**src/rtl/pong_score_keeper.sv**
```systemverilog
// Score keeper for pong: edge-detects game flags, keeps BCD scores, runs the play/lockout/game-over
// FSM and scans a 4-digit seven-segment display. Optional rally counter: define SCORE_RALLY_EN.
module pong_score_keeper #(
    parameter int unsigned WIN_SCORE      = 11,
    parameter logic [23:0] LOCKOUT_CYCLES = 24'd1_600_000,
    parameter logic [16:0] REFRESH_DIV    = 17'd100_000
) (
    input  logic       Clock,
    input  logic       Reset,
    input  logic       hit1,
    input  logic       hit2,
    input  logic       point_reset1,
    input  logic       point_reset2,
    input  logic       new_game,
    output logic [7:0] score1,
    output logic [7:0] score2,
    output logic       game_over,
    output logic       winner,
`ifdef SCORE_RALLY_EN
    output logic [7:0] rally,
`endif
    output logic [3:0] anode,
    output logic [6:0] cathode
);

    localparam logic [6:0] WinBin = 7'(WIN_SCORE);

    typedef enum logic [1:0] {StPlay, StLockout, StGameOver} state_e;

    function automatic logic [7:0] bcd_inc(input logic [7:0] v);
        if (v == 8'h99) return v;
        if (v[3:0] == 4'd9) return {v[7:4] + 4'd1, 4'd0};
        return {v[7:4], v[3:0] + 4'd1};
    endfunction

    function automatic logic [6:0] bcd_to_bin(input logic [7:0] v);
        return 7'(v[7:4]) * 7'd10 + 7'(v[3:0]);
    endfunction

    function automatic logic [6:0] seg7(input logic [3:0] d);
        case (d)
            4'd0:    return 7'h40;
            4'd1:    return 7'h79;
            4'd2:    return 7'h24;
            4'd3:    return 7'h30;
            4'd4:    return 7'h19;
            4'd5:    return 7'h12;
            4'd6:    return 7'h02;
            4'd7:    return 7'h78;
            4'd8:    return 7'h00;
            4'd9:    return 7'h10;
            default: return 7'h7F;
        endcase
    endfunction

    state_e      state;
    logic [23:0] lock_cnt;
    logic [3:0]  flags, flags_q, rise_q;
    logic        p1_point, p2_point;
    logic [7:0]  score1_inc, score2_inc;

    // Bit order: {hit2, hit1, point_reset2, point_reset1}
    assign flags      = {hit2, hit1, point_reset2, point_reset1};
    assign p1_point   = rise_q[1];
    assign p2_point   = rise_q[0];
    assign score1_inc = bcd_inc(score1);
    assign score2_inc = bcd_inc(score2);

    // Rises are registered so the FSM acts two cycles after a flag goes high.
    always_ff @(posedge Clock or posedge Reset) begin
        if (Reset) begin
            flags_q <= '0;
            rise_q  <= '0;
        end else begin
            flags_q <= flags;
            rise_q  <= flags & ~flags_q;
        end
    end

    always_ff @(posedge Clock or posedge Reset) begin
        if (Reset) begin
            state     <= StPlay;
            lock_cnt  <= '0;
            score1    <= '0;
            score2    <= '0;
            game_over <= 1'b0;
            winner    <= 1'b0;
        end else if (new_game) begin
            state     <= StPlay;
            lock_cnt  <= '0;
            score1    <= '0;
            score2    <= '0;
            game_over <= 1'b0;
            winner    <= 1'b0;
        end else begin
            unique case (state)
                StPlay: begin
                    if (p1_point || p2_point) begin
                        lock_cnt <= LOCKOUT_CYCLES - 24'd1;
                        state    <= StLockout;
                        if (p1_point && !p2_point) begin
                            score1 <= score1_inc;
                            if (bcd_to_bin(score1_inc) == WinBin) begin
                                state     <= StGameOver;
                                game_over <= 1'b1;
                                winner    <= 1'b0;
                            end
                        end else if (p2_point && !p1_point) begin
                            score2 <= score2_inc;
                            if (bcd_to_bin(score2_inc) == WinBin) begin
                                state     <= StGameOver;
                                game_over <= 1'b1;
                                winner    <= 1'b1;
                            end
                        end
                    end
                end
                StLockout: begin
                    if (lock_cnt == 24'd0) state <= StPlay;
                    else lock_cnt <= lock_cnt - 24'd1;
                end
                StGameOver: begin
                end
                default: state <= StPlay;
            endcase
        end
    end

`ifdef SCORE_RALLY_EN
    logic [7:0] rally_q, rally_last_q;
    logic       point_evt;

    assign point_evt = (state == StPlay) && (p1_point || p2_point);
    assign rally     = rally_q;

    // The finished rally is kept aside so lockout can display it while a new one counts.
    always_ff @(posedge Clock or posedge Reset) begin
        if (Reset) begin
            rally_q      <= '0;
            rally_last_q <= '0;
        end else if (new_game) begin
            rally_q      <= '0;
            rally_last_q <= '0;
        end else if (point_evt) begin
            rally_last_q <= rally_q;
            rally_q      <= '0;
        end else if (state != StGameOver) begin
            if (rise_q[2] && rise_q[3]) rally_q <= bcd_inc(bcd_inc(rally_q));
            else if (rise_q[2] || rise_q[3]) rally_q <= bcd_inc(rally_q);
        end
    end
`endif

    logic [16:0] refresh_cnt;
    logic [1:0]  digit_idx;
    logic [7:0]  left_pair, right_pair;
    logic        blank_left, blank_right;
    logic [6:0]  digit_seg;

    always_ff @(posedge Clock or posedge Reset) begin
        if (Reset) begin
            refresh_cnt <= '0;
            digit_idx   <= '0;
        end else if (refresh_cnt == REFRESH_DIV - 17'd1) begin
            refresh_cnt <= '0;
            digit_idx   <= digit_idx + 2'd1;
        end else begin
            refresh_cnt <= refresh_cnt + 17'd1;
        end
    end

    always_comb begin
        left_pair   = score1;
        right_pair  = score2;
        blank_left  = 1'b0;
        blank_right = 1'b0;
        digit_seg   = 7'h7F;
        if (state == StGameOver) begin
            blank_left  = winner;
            blank_right = ~winner;
        end
`ifdef SCORE_RALLY_EN
        if (state == StLockout) begin
            right_pair = rally_last_q;
            blank_left = 1'b1;
        end
`endif
        unique case (digit_idx)
            2'd0: digit_seg = blank_right ? 7'h7F : seg7(right_pair[3:0]);
            2'd1: digit_seg = (blank_right || right_pair[7:4] == 4'd0) ? 7'h7F
                                                                       : seg7(right_pair[7:4]);
            2'd2: digit_seg = blank_left ? 7'h7F : seg7(left_pair[3:0]);
            2'd3: digit_seg = (blank_left || left_pair[7:4] == 4'd0) ? 7'h7F
                                                                     : seg7(left_pair[7:4]);
        endcase
    end

    always_ff @(posedge Clock or posedge Reset) begin
        if (Reset) begin
            anode   <= 4'b1110;
            cathode <= 7'h40;
        end else begin
            anode   <= ~(4'b0001 << digit_idx);
            cathode <= digit_seg;
        end
    end

endmodule

```
**config.mk**
```make
export PLATFORM = sky130hd
export DESIGN_NAME = pong_score_keeper
export DESIGN_NICKNAME = d
export VERILOG_FILES = /design/src/rtl/pong_score_keeper.sv
export SDC_FILE = /design/constraint.sdc
export NUM_CORES = 1
export LEC_CHECK = 0
export ABC_CLOCK_PERIOD_IN_PS = 10950
export CAP_MARGIN = 10
export CELL_PAD_IN_SITES_DETAIL_PLACEMENT = 1
export CELL_PAD_IN_SITES_GLOBAL_PLACEMENT = 2
export CORE_MARGIN = 2
export CORE_UTILIZATION = 40
export DETAILED_ROUTE_END_ITERATION = 10
export GPL_TIMING_DRIVEN = 0
export PLACE_DENSITY_LB_ADDON = 0.1
export SETUP_SLACK_MARGIN = 0.5
export SLEW_MARGIN = 20
export SYNTH_ARGS = -nofsm -noshare
export SYNTH_HDL_FRONTEND = slang
export SYNTH_SLANG_ARGS = --single-unit
```
**constraint.sdc**
```tcl
create_clock -name Clock -period 10.95 [get_ports Clock]
set_input_delay 3.285 -clock Clock [delete_from_list [all_inputs] [get_ports Clock]]
set_output_delay 3.285 -clock Clock [all_outputs]
set_load 0.01 [all_outputs]
```
==> results, run 1 <==
- Global routing finished with a remaining overflow of 0.
- The area share of the largest cell type after synthesis is 34.66%.
- The count of buffers added on input and output ports is 32.
- The tightest min-delay check is of the reg -> reg type.
- By count the netlist is led by sky130_fd_sc_hd__nor2_1, sky130_fd_sc_hd__dfrtp_1, sky130_fd_sc_hd__a21oi_1, sky130_fd_sc_hd__o21ai_0, sky130_fd_sc_hd__ha_1.
- The main combinational cell family by area after synthesis is simple AND/OR/NAND/NOR gates.
- The tightest slew margin relative to the limit is 52.53%.
- The synthesized-area fraction occupied by xor and xnor cells is 6.487%.
- Summing the areas of all compound-gate instances in the mapped netlist gives 19.41% of the synthesized area.
- The warning count from the yosys run is 0.
- The arrival time at the worst endpoint is 1500 ps.
- The post-synthesis adder-cell area fraction is 10.63%.
- In the routed design, unresolved DRC markers number 0.
- The path type of the worst setup path is reg -> out.
- The run finished with clean final reports.
- The post-DP HPWL is 10980 um.
- Clock tree synthesis inserted a total of 9 buffers.
- The area occupied by multi-input gates is 3179 um2.
- In the synthesized netlist the async set-or-reset flop fraction comes to 100.0%.
- Averaged over all synthesized cells, the footprint is 8.904 um2.
- The final-report max-slew violation count is 0.
- The netlist area before placement is 5343 um2.
- The routed layout has 4621 vias.
- The effective utilization at floorplan is 40.67%.
- Buffers inserted to repair hold after CTS numbered 0.
- The later-pin clock latency in the skew report is 350 ps.
- Setup repair after global routing left no endpoint under its margin.
- The first global-routing pass estimated 24480 um of wire.
- The detail-routed via count per cell is 5.601.
- The dominant synthesized flop cell is sky130_fd_sc_hd__dfrtp_1.
- Measured on the finished design, the core utilization comes to 47.32%.
- The final antenna-violating net count is 0.
- The number of antenna violations at the first check in global routing is 0.
- Post-CTS timing repair inserted 0 buffers for setup.
- The endpoint kind of the worst setup timing path is an output pin.
- The slowest stage of the critical path belongs to the cell sky130_fd_sc_hd__clkdlybuf4s50_1.
- The clock-pin slew of the registers on the worst-case setup and hold paths is 70 ps.
- The core region is 13140 um2.
- The number of unique standard cell types used by synthesis is 66.
- The antenna diode count is 0.
- The worst-case IR drop observed on VDD is 0.00008636 V.
- Global routing used 21.70% of the available tracks across all layers.
- From synthesis to final layout, the design area changed by 16.37%.
- Derived from the worst setup path, the maximum achievable clock frequency is 209.2 MHz.
- In the final design database the tool counted 694 nets.
- The H-tree generated during clock tree synthesis spans 3 levels.
- The type of origin of the critical path is a register.
- The number of setup violations in the final report is 0.
- The tree built by TritonCTS fans out to 78 sinks.
- TritonCTS built the clock tree.
- Power spread over the standard cell area amounts to 116.4 nW/um2.
- Walking the worst path, the cells encountered are clkdlybuf4s50_1.
- The post-detailed-routing wire length is 14730 um.
- The required arrival time at the worst endpoint is 7670 ps.
- Synthesis produced a netlist with a net count of 650.
- Sorting the synthesized cells by area gives the leading types as sky130_fd_sc_hd__dfrtp_1, sky130_fd_sc_hd__ha_1, sky130_fd_sc_hd__nor2_1.
- The cell at the root of the clock tree is sky130_fd_sc_hd__clkbuf_16.
- The iteration count of the initial detailed-routing pass is 4.
- For the pin with the worst max-slew slack, the measured transition is 705.6 ps.
- On the worst path, the slowest cell contributes a delay of 600 ps.
- Entering global routing, the biggest net connects 53 pins.
- Summing the sequential cell areas from Yosys gives 36.63% of the chip area.
- For the final routed database, the setup TNS stands at 0 ps.
- The maximum fanout encountered on the critical timing path is 10.
- The count of final hold-check violations is 0.
- Summing all flip-flop and latch instances after layout gives 1957 um2.
- The final weighted congestion in routability-driven placement is 0.8148.
- The number of filler cells placed in the layout is 1555.
- The most common cell in the synthesized netlist is sky130_fd_sc_hd__nor2_1.
- Multiplexer cells account for 1.311% of the synthesized area.
- The maximum root-to-sink buffer count is 2.
- The share of final-layout standard cells stronger than drive strength 1 is 6.163%.
- The number of placement rows is 42.
- The die boundary width is 119.6 um.
- The via count of the first global-routing pass is 4805.
- The kind of cell adding the most delay to the critical path is buffers and inverters.
- 36 I/O pins were placed.
- The die area is 14300 um2.
- For this block, the initial DRC count from the detailed router was 254.
- Counting every instance in the synthesized netlist gives 600.
- The post-route fraction of the period consumed by the critical path is 43.66%.
- Together, buffers and inverters on the worst path number 1.
- For this design the static power due to leakage is 0.002614 uW.
- The routed wire length per instance is 17.86 um.
- The number of gates resized after CTS was 0.
- The leading area contributor after synthesis is sky130_fd_sc_hd__dfrtp_1.
- The smallest clock period supported by the final layout is computed as 4781 ps.
- In this run, synthesis produced a sequential element count of 78.
- The max-cap check violation count is 0.
- After Yosys synthesis, and, or, nand and nor cells account for 21.66% of the synthesized area.
- The final worst clock skew is 7.381 ps.
- Measured along the y axis, the die boundary spans 119.6 um.
- The number of synthesized flops with an enable pin is 0.
-- logic make-up (layout without fill, tap and decap cells) --
logic type	count (synthesis)	in the layout
compound gates	155	155
fa+ha+maj	43	43
mux	7	7
buf+inv	53	102
simple gates	226	226
flops	78	78
xor+xnor	38	38
-- area by class of cell --
cell class                 instances  share of cell area (%)
multi-input combinational        469                   51.14
sequential                        78                   31.48
timing repair buffer              33                   5.595
clock buffer                       9                   3.622
tap                              176                   3.542
inverter                          31                   1.912
buffer                            22                   1.449
clock inverter                     7                   1.268
-- power breakdown --
part	switching, uW	internal (uW)	leakage [uW]
Clock	136	180	0.000151
Sequential	14.5	299	0.00103
Combinational	58.5	36.0	0.00143
Total	209	515	0.00261
-- layer usage --
metal | share of wire, % | track usage, %
met5 | 0 | 0
met2 | 50 | 37.11
met4 | 1.9 | 8.750
met1 | 45 | 27.58
met3 | 2.5 | 3.184
-- through the flow --
stage / area [um2] / total power, uW / setup slack, ps / std cells / hold slack, ps
after floorplan: 5343 / 381.0 / 5677 / 600 / 377.7
after global placement: 5883 / 408.9 / 4213 / 808 / 398.0
after detailed placement: 5913 / 414.2 / 5916 / 809 / 403.5
after CTS: 6217 / 732.4 / 6140 / 825 / 412.6
after global routing: 6217 / 756.6 / 6049 / 825 / 427.7
final: 6217 / 723.5 / 6169 / 825 / 409.8
-- placed cells by master (no fill, tap or decap), types with 5 or more instances in the layout --
cell type / n
sky130_fd_sc_hd__a211oi_1: 7
sky130_fd_sc_hd__a21o_1: 5
sky130_fd_sc_hd__a21oi_1: 40
sky130_fd_sc_hd__a311oi_1: 9
sky130_fd_sc_hd__a31oi_1: 8
sky130_fd_sc_hd__and2_1: 7
sky130_fd_sc_hd__clkbuf_1: 21
sky130_fd_sc_hd__clkbuf_16: 9
sky130_fd_sc_hd__clkdlybuf4s50_1: 32
sky130_fd_sc_hd__dfrtp_1: 74
sky130_fd_sc_hd__ha_1: 39
sky130_fd_sc_hd__inv_1: 30
sky130_fd_sc_hd__mux2i_1: 7
sky130_fd_sc_hd__nand2_1: 38
sky130_fd_sc_hd__nand2b_1: 7
sky130_fd_sc_hd__nand3_1: 20
sky130_fd_sc_hd__nor2_1: 75
sky130_fd_sc_hd__nor2b_1: 13
sky130_fd_sc_hd__nor3_1: 15
sky130_fd_sc_hd__nor4_1: 8
sky130_fd_sc_hd__o21a_1: 5
sky130_fd_sc_hd__o21ai_0: 40
sky130_fd_sc_hd__o31ai_1: 5
sky130_fd_sc_hd__or2_2: 5
sky130_fd_sc_hd__or3_1: 9
sky130_fd_sc_hd__xnor2_1: 26
sky130_fd_sc_hd__xor2_1: 11
-- path summary, 6_finish.rpt --
check                                           start                        end  slack, ps  cells after the start
max in group asynchronous                       Reset         anode[2]$_DFF_PP1_       7030                      3
worst max-delay path            score2[0]$_DFFE_PP0P_                  score2[0]       6170                      1
worst max register to register  score2[1]$_DFFE_PP0P_         winner$_DFFE_PP0P_       6380                     15
worst min register to register   flags_q[0]$_DFF_PP0_        rise_q[0]$_DFF_PP0_        410                      1
min in group asynchronous                       Reset  refresh_cnt[11]$_DFF_PP0_       3270                      2
worst min-delay path             flags_q[0]$_DFF_PP0_        rise_q[0]$_DFF_PP0_        410                      1
-- sequential cells by signal (all words and copies together) (netlist names) --
register / count
cathode: 7
winner: 1
anode: 4
refresh_cnt: 17
flags_q: 2
score2: 8
game_over: 1
score1: 8
digit_idx: 2
state: 2
rise_q: 2
lock_cnt: 24
Note: power is estimated with default switching activity, not from simulation.
==> inputs of run 2 (changes only) <==
ABC_CLOCK_PERIOD_IN_PS = 4600   (was 10950)
CORE_UTILIZATION = 37   (was 40)
clock period = 4.6 ns   (was 10.95 ns; I/O delays follow)
==> run 2 against run 1 <==
- worst setup slack got worse by 5500 ps
- via count is 0.30% higher
- clock skew grew 2.4 ps
- register-to-register slack worse by 5800 ps
- critical path depth rose by 14
- final area increased by 2.8%
- count of clock-buffer cells in the layout grew 1
- sequential cell count unchanged
==> results, run 2 (same netlist as run 1, synthesis figures left out) <==
- The run finished with clean final reports.
- The number of buffers and inverters on the critical path is 2.
- On the critical path the largest part of the delay comes from adder cells.
- For the pin with the worst max-slew slack, the measured transition is 690.2 ps.
- The die is 124.2 um wide.
- The arrival time at the worst endpoint is 4210 ps.
- The endpoint kind of the worst setup timing path is a register.
- The clock sink count is 78.
- The wire-length estimate of the detail-placed layout is 10910 um.
- The clock passes through at most 2 buffers.
- The register with the most flip-flops in the layout has 24 of them.
- Derived from the worst setup path, the maximum achievable clock frequency is 251.7 MHz.
- Across all register-to-register paths, the minimum setup slack is 630 ps.
- The number of cells on the worst reg-to-reg path is 15.
- The type of origin of the critical path is a register.
- The path type of the worst setup path is reg -> reg.
- The routed wire length per instance is 17.39 um.
- After clock tree synthesis, the clock-pin slew on the worst setup and hold paths is 70 ps.
- The final critical delay including setup and external delays is 3974 ps.
- Entering global routing, the biggest net connects 45 pins.
- The final worst clock skew is 9.756 ps.
- The number of buffers created by CTS is 9.
- The slowest stage of the critical path is the sky130_fd_sc_hd__a2111oi_4 cell.
- The maximum level of the CTS H-tree is 3.
- The standard cell area after detailed placement is 5918 um2.
- The max-cap check violation count is 0.
- In this run the tightest slew margin relative to its limit is 53.56%.
- Setup violations remaining at the end of the flow were counted as 0.
- The final weighted congestion in routability-driven placement is 0.8256.
- The detail-routed via count per cell is 5.498.
- The maximum fanout encountered on the critical timing path is 6.
- The iteration count of the initial detailed-routing pass is 4.
- Traced cell by cell, the critical path runs through ha_4 -> and3b_2 -> nand2_2 -> mux2i_4 -> inv_1 -> ha_1 -> ha_1 -> fa_1 -> xor2_1 -> or3_4 -> a21o_1 -> a2111oi_4 -> buf_4 -> o41ai_1 -> o31a_1.
- In the global route stage, overall resource usage came out at 20.43%.
- Measured along the y axis, the die boundary spans 124.2 um.
- In the final layout, the registers with the most flip-flops are lock_cnt: 24 flops, refresh_cnt: 17 flops.
- For the worst setup path, the data required time is 4840 ps.
- The cell count of the worst hold path is 1.
- The count of final hold-check violations is 0.
- From synthesis to final layout, the design area changed by 19.63%.
- The net count reported at finish is 708.
- In the routed design, unresolved DRC markers number 0.
- The final critical path takes up 86.38% of the cycle.
- The number of antenna violations at the first check in global routing came to 0.
- The filler cells instantiated in the layout total 1640.
- Summed over all cells, the static leakage comes to 0.002668 uW.
- The detail route stage leaves a number of antenna-violating nets equal to 0.
- The post-layout instance count excluding filler cells is 843.
- The die covers 15420 um2.
- Power spread over the standard cell area amounts to 262.5 nW/um2.
- The finished cells cover 6391 um2.
- The routed design has 14660 um of wire.
- The effective utilization at floorplan is 38.19%.
- The global route total overflow is 0.
- The TritonCTS clock tree is built.
- The cell at the root of the clock tree is sky130_fd_sc_hd__clkbuf_16.
- In this run the number of cells on the critical path is 15.
- The first global-routing pass estimated 24380 um of wire.
- The register containing the most flip-flops in the final layout is lock_cnt.
- The delay of the slowest cell on the worst path is 480 ps.
- The floorplan has 43 rows.
- The share of final-layout standard cells stronger than drive strength 1 is 11.16%.
- The worst hold path belongs to the class reg -> reg.
- The overall power of the completed layout is 1678 uW.
- The final-report max-slew violation count came to 0.
- Counting stages on the worst path, the most repeated cell is sky130_fd_sc_hd__ha_1.
- The core box area is 13990 um2.
- For this block, the initial DRC count from the detailed router was 176.
- The number of placed instances, taps included, is 813.
- In the layout the commonest cells are sky130_fd_sc_hd__nor2_1, sky130_fd_sc_hd__dfrtp_1, sky130_fd_sc_hd__o21ai_0, sky130_fd_sc_hd__a21oi_1.
- The via count of the first global-routing pass is 4721.
- The clock reaches the later pin of the worst-skew pair after 350 ps.
- The highest ir drop seen on vdd is 0.0001787 V.
- Pin placement for this block handled 36 I/O pins.
- The leading cell type in the layout, fill and taps excluded is sky130_fd_sc_hd__nor2_1.
- Input and output buffers added on the ports amount to 32.
- The via count is 4635.
- Setup repair after global routing left no endpoint under its margin.
- The antenna diode count is 0.
-- run 2: cell count changes in the layout (fill, tap and decap cells not counted), sizes merged --
cell	before	now
buf	2	16
clkinvlp	0	3
inv	34	32
bufinv	1	0
clkbuf	30	31
clkinv	3	2
-- run 2: report_power, final --
| group | internal (uW) | leakage [uW] | switching (uW) |
|---|---|---|---|
| logic | 91.3 | 0.00152 | 142 |
| clock network | 382 | 0.000131 | 318 |
| registers | 713 | 0.00102 | 31.6 |
| total | 1190 | 0.00267 | 491 |
-- run 2: per-stage QoR --
step                      hold WS, ps  TNS (ps)  utilization [%]  worst slack [ps]
final                           405.2         0            45.69             626.5
after global routing            428.1         0            45.69             502.1
after CTS                       406.4         0            45.08             502.1
after detailed placement        397.1         0            42.31             49.28
after global placement          396.8    -18150            42.09            -252.0
after floorplan                 377.7         0                -             636.3
-- run 2: path summary, 6_finish.rpt --
| check | end | startpoint |
|---|---|---|
| max in group asynchronous | cathode[6]$_DFF_PP1_ | Reset |
| worst max-delay path | state[0]$_DFFE_PP0P_ | score2[0]$_DFFE_PP0P_ |
| worst max register to register | state[0]$_DFFE_PP0P_ | score2[0]$_DFFE_PP0P_ |
| min in group asynchronous | flags_q[0]$_DFF_PP0_ | Reset |
| worst min-delay path | rise_q[1]$_DFF_PP0_ | flags_q[1]$_DFF_PP0_ |
| worst min register to register | rise_q[1]$_DFF_PP0_ | flags_q[1]$_DFF_PP0_ |
-- run 2: routing by layer --
layer  global-route usage (%)  wire length, um  vias up
met4                    6.882              219        0
met5                        0                0        -
met1                    27.07             6832     2303
met3                    3.251              467       15
li1                         -                -     2256
met2                    33.95             7140       61
-- run 2: timing repair --
item                                    in CTS  in global routing
hold buffers                                 0                  0
gates cloned                                 0                  0
resized for setup                           14                 13
endpoints found under the setup margin       4                  4
endpoints found under the hold margin        0                  0
pin swaps                                    1                  3
setup buffers                                6                  8
-- run 2: cell type report --
cell class / instances / area (um2) / area share (%)
well taps: 180 / 225.2 / 3.524
clock inverters: 6 / 45.04 / 0.7048
inverters: 31 / 118.9 / 1.860
repair buffers: 47 / 452.9 / 7.087
plain buffers: 22 / 92.59 / 1.449
multi-input cells: 469 / 3254 / 50.92
clock buffers: 10 / 239.0 / 3.739
flip-flops and latches: 78 / 1963 / 30.72
